[src/rtl/stage_decode.sv]
// Decode stage with the D/X pipeline register: field split, regfile read
// addressing, load-use bubble insertion and a saturating bubble counter.
module stage_decode #(
  parameter logic [4:0]  LW_OPCODE    = 5'b01000,
  parameter int unsigned BUBBLE_CNT_W = 16
) (
  input  logic                    clock,
  input  logic                    reset,
  input  logic [31:0]             fd_instruction,
  input  logic [31:0]             fd_pc_plus_4,
  input  logic                    fd_valid,
  output logic [4:0]              ctrl_readRegA,
  output logic [4:0]              ctrl_readRegB,
  input  logic [31:0]             data_readRegA,
  input  logic [31:0]             data_readRegB,
  input  logic                    flush,
  input  logic                    stall_in,
  output logic                    stall_out,
  output logic [4:0]              dx_opcode,
  output logic [4:0]              dx_ALU_op,
  output logic [4:0]              dx_shamt,
  output logic [4:0]              dx_rd,
  output logic [16:0]             dx_immediate,
  output logic [26:0]             dx_target,
  output logic [31:0]             dx_operandA,
  output logic [31:0]             dx_operandB,
  output logic [31:0]             dx_pc_plus_4,
  output logic [4:0]              dx_pc_upper_5,
  output logic                    dx_valid,
  output logic [BUBBLE_CNT_W-1:0] bubble_count
);

  typedef enum logic [4:0] {
    OP_RTYPE = 5'b00000,
    OP_J     = 5'b00001,
    OP_BNE   = 5'b00010,
    OP_JAL   = 5'b00011,
    OP_JR    = 5'b00100,
    OP_BLT   = 5'b00110,
    OP_SW    = 5'b00111,
    OP_SETX  = 5'b10101,
    OP_BEX   = 5'b10110
  } opcode_e;

  typedef struct packed {
    logic [4:0]  opcode;
    logic [4:0]  alu_op;
    logic [4:0]  shamt;
    logic [4:0]  rd;
    logic [16:0] immediate;
    logic [26:0] target;
    logic [31:0] operand_a;
    logic [31:0] operand_b;
    logic [31:0] pc_plus_4;
    logic [4:0]  pc_upper_5;
    logic        valid;
  } dx_t;

  localparam logic [4:0] REG_BEX_STATUS = 5'd30;

  logic [4:0] fd_op, fd_rd, fd_rs, fd_rt;
  logic       use_a, use_b;
  logic       hz;

  dx_t                     dx_q, dx_d;
  logic [BUBBLE_CNT_W-1:0] bubble_cnt_q, bubble_cnt_d;

  assign fd_op = fd_instruction[31:27];
  assign fd_rd = fd_instruction[26:22];
  assign fd_rs = fd_instruction[21:17];
  assign fd_rt = fd_instruction[16:12];

  always_comb begin
    ctrl_readRegA = fd_rs;
    case (fd_op)
      OP_BNE, OP_BLT: ctrl_readRegA = fd_rd;
      OP_BEX:         ctrl_readRegA = REG_BEX_STATUS;
      default:        ctrl_readRegA = fd_rs;
    endcase
  end

  always_comb begin
    ctrl_readRegB = fd_rt;
    case (fd_op)
      OP_RTYPE:       ctrl_readRegB = fd_rt;
      OP_BNE, OP_BLT: ctrl_readRegB = fd_rs;
      OP_JR, OP_SW:   ctrl_readRegB = fd_rd;
      default:        ctrl_readRegB = fd_rt;
    endcase
  end

  // Port usage only gates hazard detection; the read addresses are always driven.
  always_comb begin
    use_a = 1'b1;
    use_b = 1'b0;
    case (fd_op)
      OP_J, OP_JAL, OP_SETX: use_a = 1'b0;
      default:               use_a = 1'b1;
    endcase
    case (fd_op)
      OP_RTYPE, OP_BNE, OP_BLT, OP_JR, OP_SW: use_b = 1'b1;
      default:                                use_b = 1'b0;
    endcase
  end

  assign hz = dx_q.valid & (dx_q.opcode == LW_OPCODE) & (dx_q.rd != 5'd0) & fd_valid &
              ((use_a & (ctrl_readRegA == dx_q.rd)) | (use_b & (ctrl_readRegB == dx_q.rd)));

  assign stall_out = hz & ~flush & ~stall_in;

  always_comb begin
    dx_d         = dx_q;
    bubble_cnt_d = bubble_cnt_q;
    if (stall_in) begin
      dx_d = dx_q;
    end else if (flush) begin
      dx_d = '0;
    end else if (hz) begin
      dx_d = '0;
      if (bubble_cnt_q != '1) begin
        bubble_cnt_d = bubble_cnt_q + BUBBLE_CNT_W'(1);
      end
    end else if (fd_valid) begin
      dx_d.opcode     = fd_op;
      dx_d.alu_op     = fd_instruction[6:2];
      dx_d.shamt      = fd_instruction[11:7];
      dx_d.rd         = fd_rd;
      dx_d.immediate  = fd_instruction[16:0];
      dx_d.target     = fd_instruction[26:0];
      dx_d.operand_a  = data_readRegA;
      dx_d.operand_b  = data_readRegB;
      dx_d.pc_plus_4  = fd_pc_plus_4;
      dx_d.pc_upper_5 = fd_pc_plus_4[31:27];
      dx_d.valid      = 1'b1;
    end else begin
      dx_d = '0;
    end
  end

  always_ff @(posedge clock or negedge reset) begin
    if (!reset) begin
      dx_q         <= '0;
      bubble_cnt_q <= '0;
    end else begin
      dx_q         <= dx_d;
      bubble_cnt_q <= bubble_cnt_d;
    end
  end

  assign dx_opcode     = dx_q.opcode;
  assign dx_ALU_op     = dx_q.alu_op;
  assign dx_shamt      = dx_q.shamt;
  assign dx_rd         = dx_q.rd;
  assign dx_immediate  = dx_q.immediate;
  assign dx_target     = dx_q.target;
  assign dx_operandA   = dx_q.operand_a;
  assign dx_operandB   = dx_q.operand_b;
  assign dx_pc_plus_4  = dx_q.pc_plus_4;
  assign dx_pc_upper_5 = dx_q.pc_upper_5;
  assign dx_valid      = dx_q.valid;
  assign bubble_count  = bubble_cnt_q;

endmodule

[config.mk]
export PLATFORM = sky130hd
export DESIGN_NAME = stage_decode
export DESIGN_NICKNAME = d
export VERILOG_FILES = /design/src/rtl/stage_decode.sv
export SDC_FILE = /design/constraint.sdc
export NUM_CORES = 1
export LEC_CHECK = 0
export BUFFER_PORTS_ARGS = -buffer_cell sky130_fd_sc_hd__buf_2
export CORE_UTILIZATION = 30
export CTS_CLUSTER_DIAMETER = 40
export DETAILED_ROUTE_END_ITERATION = 10
export SYNTH_ARGS = -nofsm -noshare
export SYNTH_HDL_FRONTEND = slang
export SYNTH_SLANG_ARGS = --single-unit
[constraint.sdc]
create_clock -name clock -period 3.25 [get_ports clock]
set_input_delay 0.325 -clock clock [delete_from_list [all_inputs] [get_ports clock]]
set_output_delay 0.325 -clock clock [all_outputs]
set_load 0.03 [all_outputs]
* Word-level counts from Yosys, hierarchy flattened
Index checks and enable logic that the tools add are counted.
Word-level totals: register bits after elaboration 182, input bits 133, output and inout port bits 193, word-level logic and storage cells 50
Cells by class: $add $sub $neg 1, eq/ne operators 12, mux-type cells 7, bitwise gates (word level) 11, reductions and logical operators 7
Operators by type and width (count):
- 2-to-1 mux 166 bit | 3
- case mux 5 bit (2 select lines) | 2
- adder 16 x 1 -> 16 bit, second input constant | 1
- inequality test 16 bit, second input constant | 1
- == test 5 x 3 -> 1 bit, second input constant | 3
- == test 5 x 2 -> 1 bit, second input constant | 2
- == test 5 bit | 2
- == test 5 bit, second input constant | 2
- bitwise AND 1 bit | 8
- == test 5 x 1 -> 1 bit, second input constant | 1
- == test 5 x 4 -> 1 bit, second input constant | 1
- zero test 5 bit | 1
- nonzero test 5 bit | 1
- OR reduction 5 bit | 1
- AND reduction 4 bit | 1
- OR reduction 2 bit | 2
- OR reduction 3 bit | 1
- 2-to-1 mux 1 bit | 2
- inverter 1 bit | 2
- OR 1 bit | 1

* Logic depth before layout (Yosys ltp)
Gate-level depths: netlist of the first run.
word-level depth 9, mapped depth 12, gate-level depth less buffers 8

* Worst setup path after synthesis of the first run
OpenSTA, ideal clock, no wires.
path kind in2out, start point input fd_instruction[27], end point output stall_out, arrival 3.285 ns, path slack -0.360 ns, cell stages on the path 8, path buffers 2, path through buf_2 -> or4b_1 -> buf_2 -> o22a_1 -> a22o_1 -> or4b_1 -> a21boi_1 -> nor4_1
On the way: cells in the longest elaborated chain, start to end 9, elaborated cells on any way between the ends 25
Ends and longest elaborated chain:
- start, declared | RTL line 9 | input logic [31:0] fd_instruction,
- == test 5 x 2 -> 1 bit / == test 5 x 3 -> 1 bit (equally long branches) | RTL line 75 | case (fd_op)
- OR reduction 2 bit | RTL line 75
- case mux 5 bit (2 select lines) (*) | RTL line 75
- named net ctrl_readRegA[4] | RTL line 12 | output logic [4:0] ctrl_readRegA,
- == test 5 bit (*) | RTL line 107 | ((use_a & (ctrl_readRegA == dx_q.rd)) | (use_b & (ctrl_readRegB == dx_q.rd)));
- bitwise AND 1 bit (*) | RTL line 107
- OR 1 bit (*) | RTL line 107
- bitwise AND 1 bit (*) | RTL line 106 | assign hz = dx_q.valid & (dx_q.opcode == LW_OPCODE) & (dx_q.rd != 5'd0) & fd_valid &
- bitwise AND 1 bit (*) (2 in a row) | RTL line 109 | assign stall_out = hz & ~flush & ~stall_in;
- end, declared | RTL line 18 | output logic stall_out,
Mark *: on every way through the listed nets, which the timed path passes. The rest lies on a longest branch.

* Worst setup path in the final report of the first run
start point input fd_instruction[27], end point output stall_out
On the way: cells in the longest elaborated chain, start to end 9, elaborated cells on any way between the ends 25
Ends and longest elaborated chain (RTL line):
- == test 5 x 2 -> 1 bit (tied with other cells) | 75, 84, 100
- OR reduction 2 bit (on tied branches) | 75, 84
- case mux 5 bit (2 select lines) (on tied branches) | 75, 84
- == test 5 bit | 107
- bitwise AND 1 bit | 107
- OR 1 bit (*) | 107
- bitwise AND 1 bit (*) | 106
- bitwise AND 1 bit (*) (2 in a row) | 109
Every way passes the cells marked *; elsewhere a longest branch is shown, timed or not.

==> results.json, run 1 <==
{
  "p_leak_uw": 0.00457,
  "clk_pin_slew_worst_paths_ps": 70,
  "p_comb_share_pct": 16.1,
  "status": "finished, final reports clean",
  "cts_buffer_depth": 2,
  "nets": 885,
  "syn_area_per_cell_um2": 13.1,
  "fin_skew_ps": 10.6,
  "drt_iter0_drc": 194,
  "dp_slack_ps": -10.9,
  "io_buffers": 325,
  "synth_edf_count": 0,
  "track_usage_pct": 15.3,
  "clk_latency_ps": 410,
  "routed-via-count": 4934,
  "rows": 51,
  "vias_per_cell": 4.79,
  "synth.net_count": 600,
  "min_from": "data_readRegB[0]",
  "ys.flop_type": "dfrtp_1",
  "vdd_drop_max_mv": 0.324,
  "gp_congestion": 0.829,
  "relSlewSlack_pct": 50.8,
  "core_area_um2": 19700,
  "worstSetupStartpointType": "input port",
  "r2r-start": "dx_rd[4]$_DFFE_PN0N_",
  "grt_max_degree": 67,
  "die-width_um": 145,
  "grt_overflow": 0,
  "cts_buffers": 17,
  "wire_per_inst_um": 16.6,
  "antenna_cells": 0,
  "crit_path_max_fanout": 10,
  "layout_commonest_cell": "buf_2",
  "p_int_uw": 3190,
  "drive_gt1_share_pct": 49.3,
  "final_max_slew_viol_count": 0,
  "syn_inst": 466,
  "fin_ws_ps": 132,
  "seqPwrFrac_pct": 42.6,
  "netSwitchingPower_uw": 1380,
  "drc": 0,
  "async_flop_share_pct": 100,
  "crit_type": "in -> out",
  "end_kind": "output pin",
  "clockPowerShare_pct": 41.3,
  "fill_cells": 1864,
  "yosysWarningCount": 0,
  "h-tree-depth": 4,
  "dp.cells": 996,
  "syn_area_um2": 6100,
  "tightest_slew_ps": 738,
  "grt_pass1_vias": 4549,
  "startpoint": "fd_instruction[27]",
  "setup_viol": 0,
  "reg2regPathDepth": 9,
  "hold_viol": 0,
  "cts_tree": "yes",
  "post-dp-hpwl_mm": 12.0,
  "initial_core_util_pct": 31.0,
  "postRouteAntennaNets": 0,
  "ys_types": 44,
  "ys_seq_area_share_pct": 59.5,
  "hp-class": "in -> reg",
  "root_buffer": "clkbuf_16",
  "finalNonFillerCells": 1029,
  "dr.pass1.iters": 4,
  "switching_share_pct": 30.2,
  "fp.dieH_um": 145,
  "whs_path_depth": 2,
  "die_area_um2": 20900,
  "synth-seq-cells": 145,
  "boundaryPins": 326,
  "antenna_found_initial": 1,
  "cap_violations": 0,
  "cp.required_ps": 2920,
  "total_power_uw": 4570,
  "clock.fmax_mhz": 321,
  "layout_common_cells": "323 x buf_2, 145 x dfrtp_1, 130 x a22o_1",
  "setup_tns_ps": 0,
  "cts.sinks": 145,
  "rsz0062_at_grt": "no",
  "area_delta_synth_final_pct": 36.2,
  "arrival_ps": 2790,
  "grt_pass1_wl_mm": 24.7,
  "drt-total-wl_mm": 17.1,
  "period_minus_slack_ps": 3120,
  "p_per_area_nw_per_um2": 550,
  "finalCritPeriodShare_pct": 96.0,
  "hold-worst-slack_ps": 120
}
## kinds of logic after synthesis
| group | synth area share (%) |
|---|---|
| and+or+nand+nor | 5.78 |
| DFF | 59.5 |
| xor gates and xnor gates | 3.16 |
| AOI/OAI and AO/OA | 22.3 |
| buffers and inverters | 8.75 |
| adders and majority gates | 0.205 |
| muxes | 0.369 |
## registers in the layout (all words and copies together), names as in the netlist, 4 cells and up
signal	flops
bubble_count	16
dx_ALU_op	4
dx_immediate	8
dx_opcode	5
dx_operandA	32
dx_operandB	32
dx_pc_plus_4	32
dx_rd	5
dx_shamt	4
dx_target	6
## layout make-up
| type | instances | area (um2) | area share [%] |
|---|---|---|---|
| Clock buffer | 19 | 453 | 5.45 |
| Timing Repair Buffer | 339 | 1790 | 21.6 |
| Clock inverter | 13 | 118 | 1.42 |
| Tap cell | 265 | 332 | 3.99 |
| Sequential cell | 145 | 3630 | 43.7 |
| Inverter | 5 | 18.8 | 0.226 |
| Multi-Input combinational cell | 243 | 1970 | 23.7 |
## per-stage QoR
| step | utilization, % | instance area [um2] |
|---|---|---|
| after floorplan | - | 6120 |
| final | 42.2 | 8310 |
| after CTS | 42.1 | 8310 |
| after detailed placement | 39.2 | 7720 |
| after global routing | 42.2 | 8310 |
| after global placement | 39.2 | 7720 |
## what timing repair did
| item | CTS | global route |
|---|---|---|
| endpoints found under the hold margin | 59 | 0 |
| hold buffers | 1 | 0 |
| endpoints found under the setup margin | 0 | 1 |
| setup buffers | 0 | 0 |
| resized for setup | 0 | 1 |
## synth_stat cells (3+ instances only)
library cell	instances	area (um2)
nor4_1	3	18.8
buf_4	39	293
and3_1	5	31.3
nor3_1	3	15.0
o22a_1	4	35.0
o21ai_0	3	15.0
a22o_1	130	1140
clkbuf_1	18	67.6
buf_6	12	135
nand3_1	7	35.0
dfrtp_1	145	3630
inv_1	5	18.8
nor2_1	6	22.5
buf_2	4	20.0
o211a_1	4	40.0
nand2_1	13	48.8
nand4_1	8	50.1
a221o_1	3	30.0
xor2_1	3	26.3
xnor2_1	19	166
## power groups by stage
stage	registers, uW	logic, uW	clock network, uW
2_1_floorplan	2160	293	0
3_3_place_gp	1980	735	0
3_5_place_dp	1980	738	0
4_1_cts	1950	741	1960
5_1_grt	1960	785	2020
6_report	1950	736	1890
## worst paths after layout
check	to	slack [ps]
min in group asynchronous	dx_operandA[0]$_DFFE_PN0N_	470
worst max-delay path	stall_out	130
worst max register to register	dx_operandA[27]$_DFFE_PN0N_	750
worst min register to register	bubble_count[4]$_DFFE_PN0P_	490
worst min-delay path	dx_operandB[0]$_DFFE_PN0N_	120
max in group asynchronous	dx_pc_plus_4[4]$_DFFE_PN0N_	2000
## metal layers
metal,part of all wire [%],global-route usage (%)
met1,42,19.0
met2,48,24.7
met3,8.3,6.13
met4,1.0,3.99
met5,0.076,0
## critical path, stage by stage
cell	delay, ps
buf_2	110
or4b_1	710
o22a_1	300
a22o_1	240
or4b_1	530
a21boi_1	200
nor4_4	140
buf_2	240
Note: power is estimated with default switching activity, not from simulation.
==> run 2: changes to the inputs <==
MAX_ROUTING_LAYER = met4   (was not set)
REMOVE_ABC_BUFFERS = 1   (was not set)
==> run 2 against run 1 <==
Clock skew down 2.7 ps. Via count up 0.61%. Critical path depth up 2.
==> results.json, run 2 (synthesis gave the netlist of run 1 again) <==
{
  "cts_tree": "yes",
  "grt_overflow": 0,
  "nets": 885,
  "area_delta_synth_final_pct": 35.8,
  "drive_gt1_share_pct": 49.3,
  "root_buffer": "clkbuf_16",
  "routed-via-count": 4964,
  "boundaryPins": 326,
  "p_per_area_nw_per_um2": 549,
  "antenna_found_initial": 0,
  "worstSetupStartpointType": "input port",
  "fp.dieH_um": 145,
  "final_core_util_pct": 42.0,
  "rows": 51,
  "r2r_setup_slack_ps": 780,
  "clk_latency_ps": 420,
  "p_leak_uw": 0.00456,
  "postRouteAntennaNets": 0,
  "cp_top_family": "simple AND/OR/NAND/NOR gates",
  "io_buffers": 325,
  "post_cts_buffers": 0,
  "reg2regPathDepth": 9,
  "whs_path_depth": 2,
  "die-width_um": 145,
  "clk_pin_slew_worst_paths_ps": 70,
  "vdd_drop_max_mv": 0.334,
  "setup_viol": 0,
  "crit_type": "in -> out",
  "finalCritPeriodShare_pct": 94.4,
  "relSlewSlack_pct": 50.1,
  "tightest_slew_ps": 748,
  "hp-class": "in -> reg",
  "vias_per_cell": 4.82,
  "track_usage_pct": 16.2,
  "cp_slowest_cell": "or3b_2",
  "dr.pass1.iters": 4,
  "cp.required_ps": 2920,
  "die_area_um2": 20900,
  "cp_cell_sequence": "buf_2, buf_4, or3b_2, o211a_1, a221o_1, xor2_1, nor4_2, a21boi_1, nor4_1, buf_2",
  "cap_violations": 0,
  "crit_path_max_fanout": 8,
  "grt_pass1_wl_mm": 25.1,
  "core_area_um2": 19700,
  "clock.fmax_mhz": 326,
  "post-dp-hpwl_mm": 12.2,
  "layout_commonest_cell": "buf_2",
  "path_buf_inv": 3,
  "cts.sinks": 145,
  "layout_common_cells": "323 x buf_2, 145 x dfrtp_1, 130 x a22o_1",
  "hold_viol": 0,
  "end_kind": "output pin",
  "cts_buffers": 17,
  "startpoint": "fd_instruction[30]",
  "grt_pass1_vias": 4593,
  "r2r-end": "dx_operandA[24]$_DFFE_PN0N_",
  "slowest_delay_ps": 520,
  "status": "finished, final reports clean",
  "min_from": "data_readRegB[19]",
  "worstHoldEndpoint": "dx_operandB[19]$_DFFE_PN0N_",
  "hold-worst-slack_ps": 118,
  "antenna_cells": 0,
  "drt_iter0_drc": 212,
  "drc": 0,
  "final_max_slew_viol_count": 0,
  "grt_max_degree": 72,
  "cp.depth": 10,
  "r2r-start": "dx_rd[3]$_DFFE_PN0N_",
  "cts_buffer_depth": 2,
  "drt-total-wl_mm": 17.3,
  "crit_top_cell": "buf_2",
  "fin_skew_ps": 7.86,
  "arrival_ps": 2740,
  "wire_per_inst_um": 16.8,
  "gp_congestion": 0.836,
  "rsz0062_at_grt": "no",
  "h-tree-depth": 4,
  "initial_core_util_pct": 31.0,
  "period_minus_slack_ps": 3070
}
-- run 2: final cells by class --
type	count	area, um2
timing repair buffer	339	1790
clock buffer	18	439
tap	265	332
clock inverter	14	120
inverter	5	18.8
fill	1898	11400
multi-input combinational	243	1960
sequential	145	3630
-- run 2: timing repair --
action                                  in CTS  in global routing
endpoints found under the hold margin       39                  0
gates resized for setup                      0                  2
endpoints found under the setup margin       0                  1
hold buffers                                 1                  0
-- run 2: worst register-to-register path: stages, from the launching register on --
cell	delay, ps
dfrtp_1	440
inv_1	150
o2bb2ai_1	80
o21ai_0	160
nand4_1	110
or4b_1	500
a21boi_1	170
o211a_4	280
buf_12	190
a22o_1	280
-- run 2: metal layers --
layer	global-route usage, %	up-vias	share of wire [%]
li1	-	2299	-
met1	20.2	2444	44
met2	25.3	201	48
met3	3.94	20	6.7
met4	6.09	0	1.4
met5	-	-	0
-- run 2: where the power goes --
part	switching, uW	internal (uW)
Clock	849	1020
Sequential	56.4	1890
Combinational	483	250
Total	1390	3170
-- run 2: worst max-delay path by stage --
stage	endpoint	slack [ps]
finish	stall_out	180
global route	stall_out	20
CTS	stall_out	50
detailed placement	dx_operandA[25]$_DFFE_PN0N_	-20
global placement	dx_operandB[6]$_DFFE_PN0N_	10
floorplan	dx_ALU_op[0]$_DFFE_PN0N_	-1080
-- run 2: stage by stage --
step | area [um2] | cells | total power [uW] | setup TNS [ps] | setup slack, ps
floorplan | 5590 | 393 | 2380 | -139190 | -1080
global placement | 7710 | 996 | 2720 | 0 | 9.94
detailed placement | 7710 | 996 | 2720 | -155 | -20.5
CTS | 8280 | 1029 | 4610 | 0 | 45.8
global route | 8290 | 1029 | 4750 | 0 | 19.6
finish | 8290 | 1029 | 4550 | 0 | 182
==> run 3: changes to the inputs <==
HOLD_SLACK_MARGIN = 0.1   (was not set)
clock period = 3.7 ns   (was 3.25 ns; I/O delays follow)
==> run 3 against run 2 <==
First-iteration DRC count rose by 42%. Worst hold slack better by 38 ps. Sequential power down 12%. Clock skew grew 7.0 ps. Combinational power decreased by 13%. Highest routed layer unchanged.
==> results.json, run 3 (synthesis gave the netlist of run 1 again) <==
{
  "antenna_found_initial": 0,
  "cts_tree": "yes",
  "h-tree-depth": 4,
  "post-dp-hpwl_mm": 12.1,
  "routed-via-count": 4905,
  "die_area_um2": 20900,
  "crit_path_max_fanout": 10,
  "boundaryPins": 326,
  "area_delta_synth_final_pct": 34.8,
  "layout_common_cells": "323 x buf_2, 145 x dfrtp_1, 130 x a22o_1",
  "grt_overflow": 0,
  "wire_per_inst_um": 16.9,
  "cts_buffers": 17,
  "clockPowerShare_pct": 41.1,
  "top_usage_layer": "met2",
  "initial_core_util_pct": 31.0,
  "p_per_area_nw_per_um2": 485,
  "hold_viol": 0,
  "drc": 0,
  "fin_ws_ps": 330,
  "clock.fmax_mhz": 297,
  "dr.pass1.iters": 4,
  "dp.cells": 990,
  "grt_pass1_vias": 4465,
  "vdd_drop_max_mv": 0.282,
  "cap_violations": 0,
  "status": "finished, final reports clean",
  "root_buffer": "clkbuf_16",
  "vias_per_cell": 4.79,
  "arrival_ps": 3000,
  "drive_gt1_share_pct": 48.7,
  "dp_slack_ps": 292,
  "final_max_slew_viol_count": 0,
  "hold_buffers": 1,
  "switching_share_pct": 30.4,
  "cts_buffer_depth": 2,
  "post_cts_buffers": 0,
  "seqPwrFrac_pct": 42.9,
  "finalCritPeriodShare_pct": 91.1,
  "r2r_setup_slack_ps": 970,
  "clk_latency_ps": 420,
  "rows": 51,
  "crit_type": "in -> out",
  "die-width_um": 145,
  "antenna_cells": 0,
  "cp.required_ps": 3330,
  "fp.dieH_um": 145,
  "ctsResizeCount": 0,
  "grt_pass1_wl_mm": 24.8,
  "clk_pin_slew_worst_paths_ps": 70,
  "netSwitchingPower_uw": 1210,
  "p_leak_uw": 0.00453,
  "core_area_um2": 19700,
  "finalNonFillerCells": 1023,
  "tightest_slew_ps": 882,
  "layout_commonest_cell": "buf_2",
  "period_minus_slack_ps": 3370,
  "io_buffers": 325,
  "p_int_uw": 2780,
  "grt_max_degree": 91,
  "worstSetupStartpointType": "input port",
  "rsz0062_at_grt": "no",
  "hold-worst-slack_ps": 156,
  "met1_usage_pct": 20.3,
  "setup_viol": 0,
  "drt-total-wl_mm": 17.3,
  "track_usage_pct": 16.1,
  "nets": 879,
  "grt.met3_usage_pct": 4.37,
  "hp-class": "in -> reg",
  "postRouteAntennaNets": 0,
  "grt_use_met2_pct": 24.4,
  "end_kind": "output pin",
  "cts.sinks": 145,
  "fill_cells": 1910,
  "fin_skew_ps": 14.8,
  "p_comb_share_pct": 16.0,
  "relSlewSlack_pct": 41.2,
  "drt_iter0_drc": 301,
  "final_core_util_pct": 41.7,
  "gp_congestion": 0.850
}
run 3: power by group through the flow:
stage                     clock (uW)  combinational (uW)  sequential, uW
final                           1640                 639            1710
after global routing            1770                 684            1720
after CTS                       1690                 646            1710
after detailed placement           0                 643            1740
after global placement             0                 642            1740
after floorplan                    0                 146            1950
run 3: final timing paths:
path                                                   start                           end  depth (start not counted)
worst max register to register      dx_opcode[4]$_DFFE_PN0N_   bubble_count[1]$_DFFE_PN0P_                          6
min in group asynchronous                              reset   dx_operandB[22]$_DFFE_PN0N_                          2
worst min-delay path                        fd_pc_plus_4[31]  dx_pc_plus_4[31]$_DFFE_PN0N_                          2
worst max-delay path                      fd_instruction[27]                     stall_out                          8
worst min register to register  bubble_count[15]$_DFFE_PN0P_  bubble_count[15]$_DFFE_PN0P_                          1
max in group asynchronous                              reset   dx_operandB[28]$_DFFE_PN0N_                          3
run 3: worst max-delay path, stage by stage:
cell and delay [ps]:
buf_2 160, or4b_1 730, o22a_1 300, a22o_1 230
or4b_1 510, a21boi_1 170, nor4_1 260, buf_2 270
run 3: area by class of cell:
cell class	instances	area (um2)	area share, %
clock buffers	18	439	5.34
repair buffers	333	1740	21.1
flip-flops and latches	145	3630	44.1
clock inverters	14	125	1.52
well taps	265	332	4.03
multi-input cells	243	1950	23.7
inverters	5	18.8	0.228
run 3: through the flow:
stage / TNS [ps] / power (uW) / cell area, um2
2_1_floorplan: -86690 / 2090 / 5590
3_3_place_gp: 0 / 2380 / 7650
3_5_place_dp: 0 / 2380 / 7650
4_1_cts: 0 / 4050 / 8230
5_1_grt: 0 / 4170 / 8230
6_report: 0 / 3990 / 8230
run 3: per-layer routing:
| metal | up-vias | routed length [um] | part of all wire (%) |
|---|---|---|---|
| met5 | - | 0 | 0 |
| met2 | 213 | 8260 | 48 |
| met3 | 14 | 1250 | 7.2 |
| met4 | 0 | 205 | 1.2 |
| li1 | 2286 | - | - |
| met1 | 2392 | 7600 | 44 |
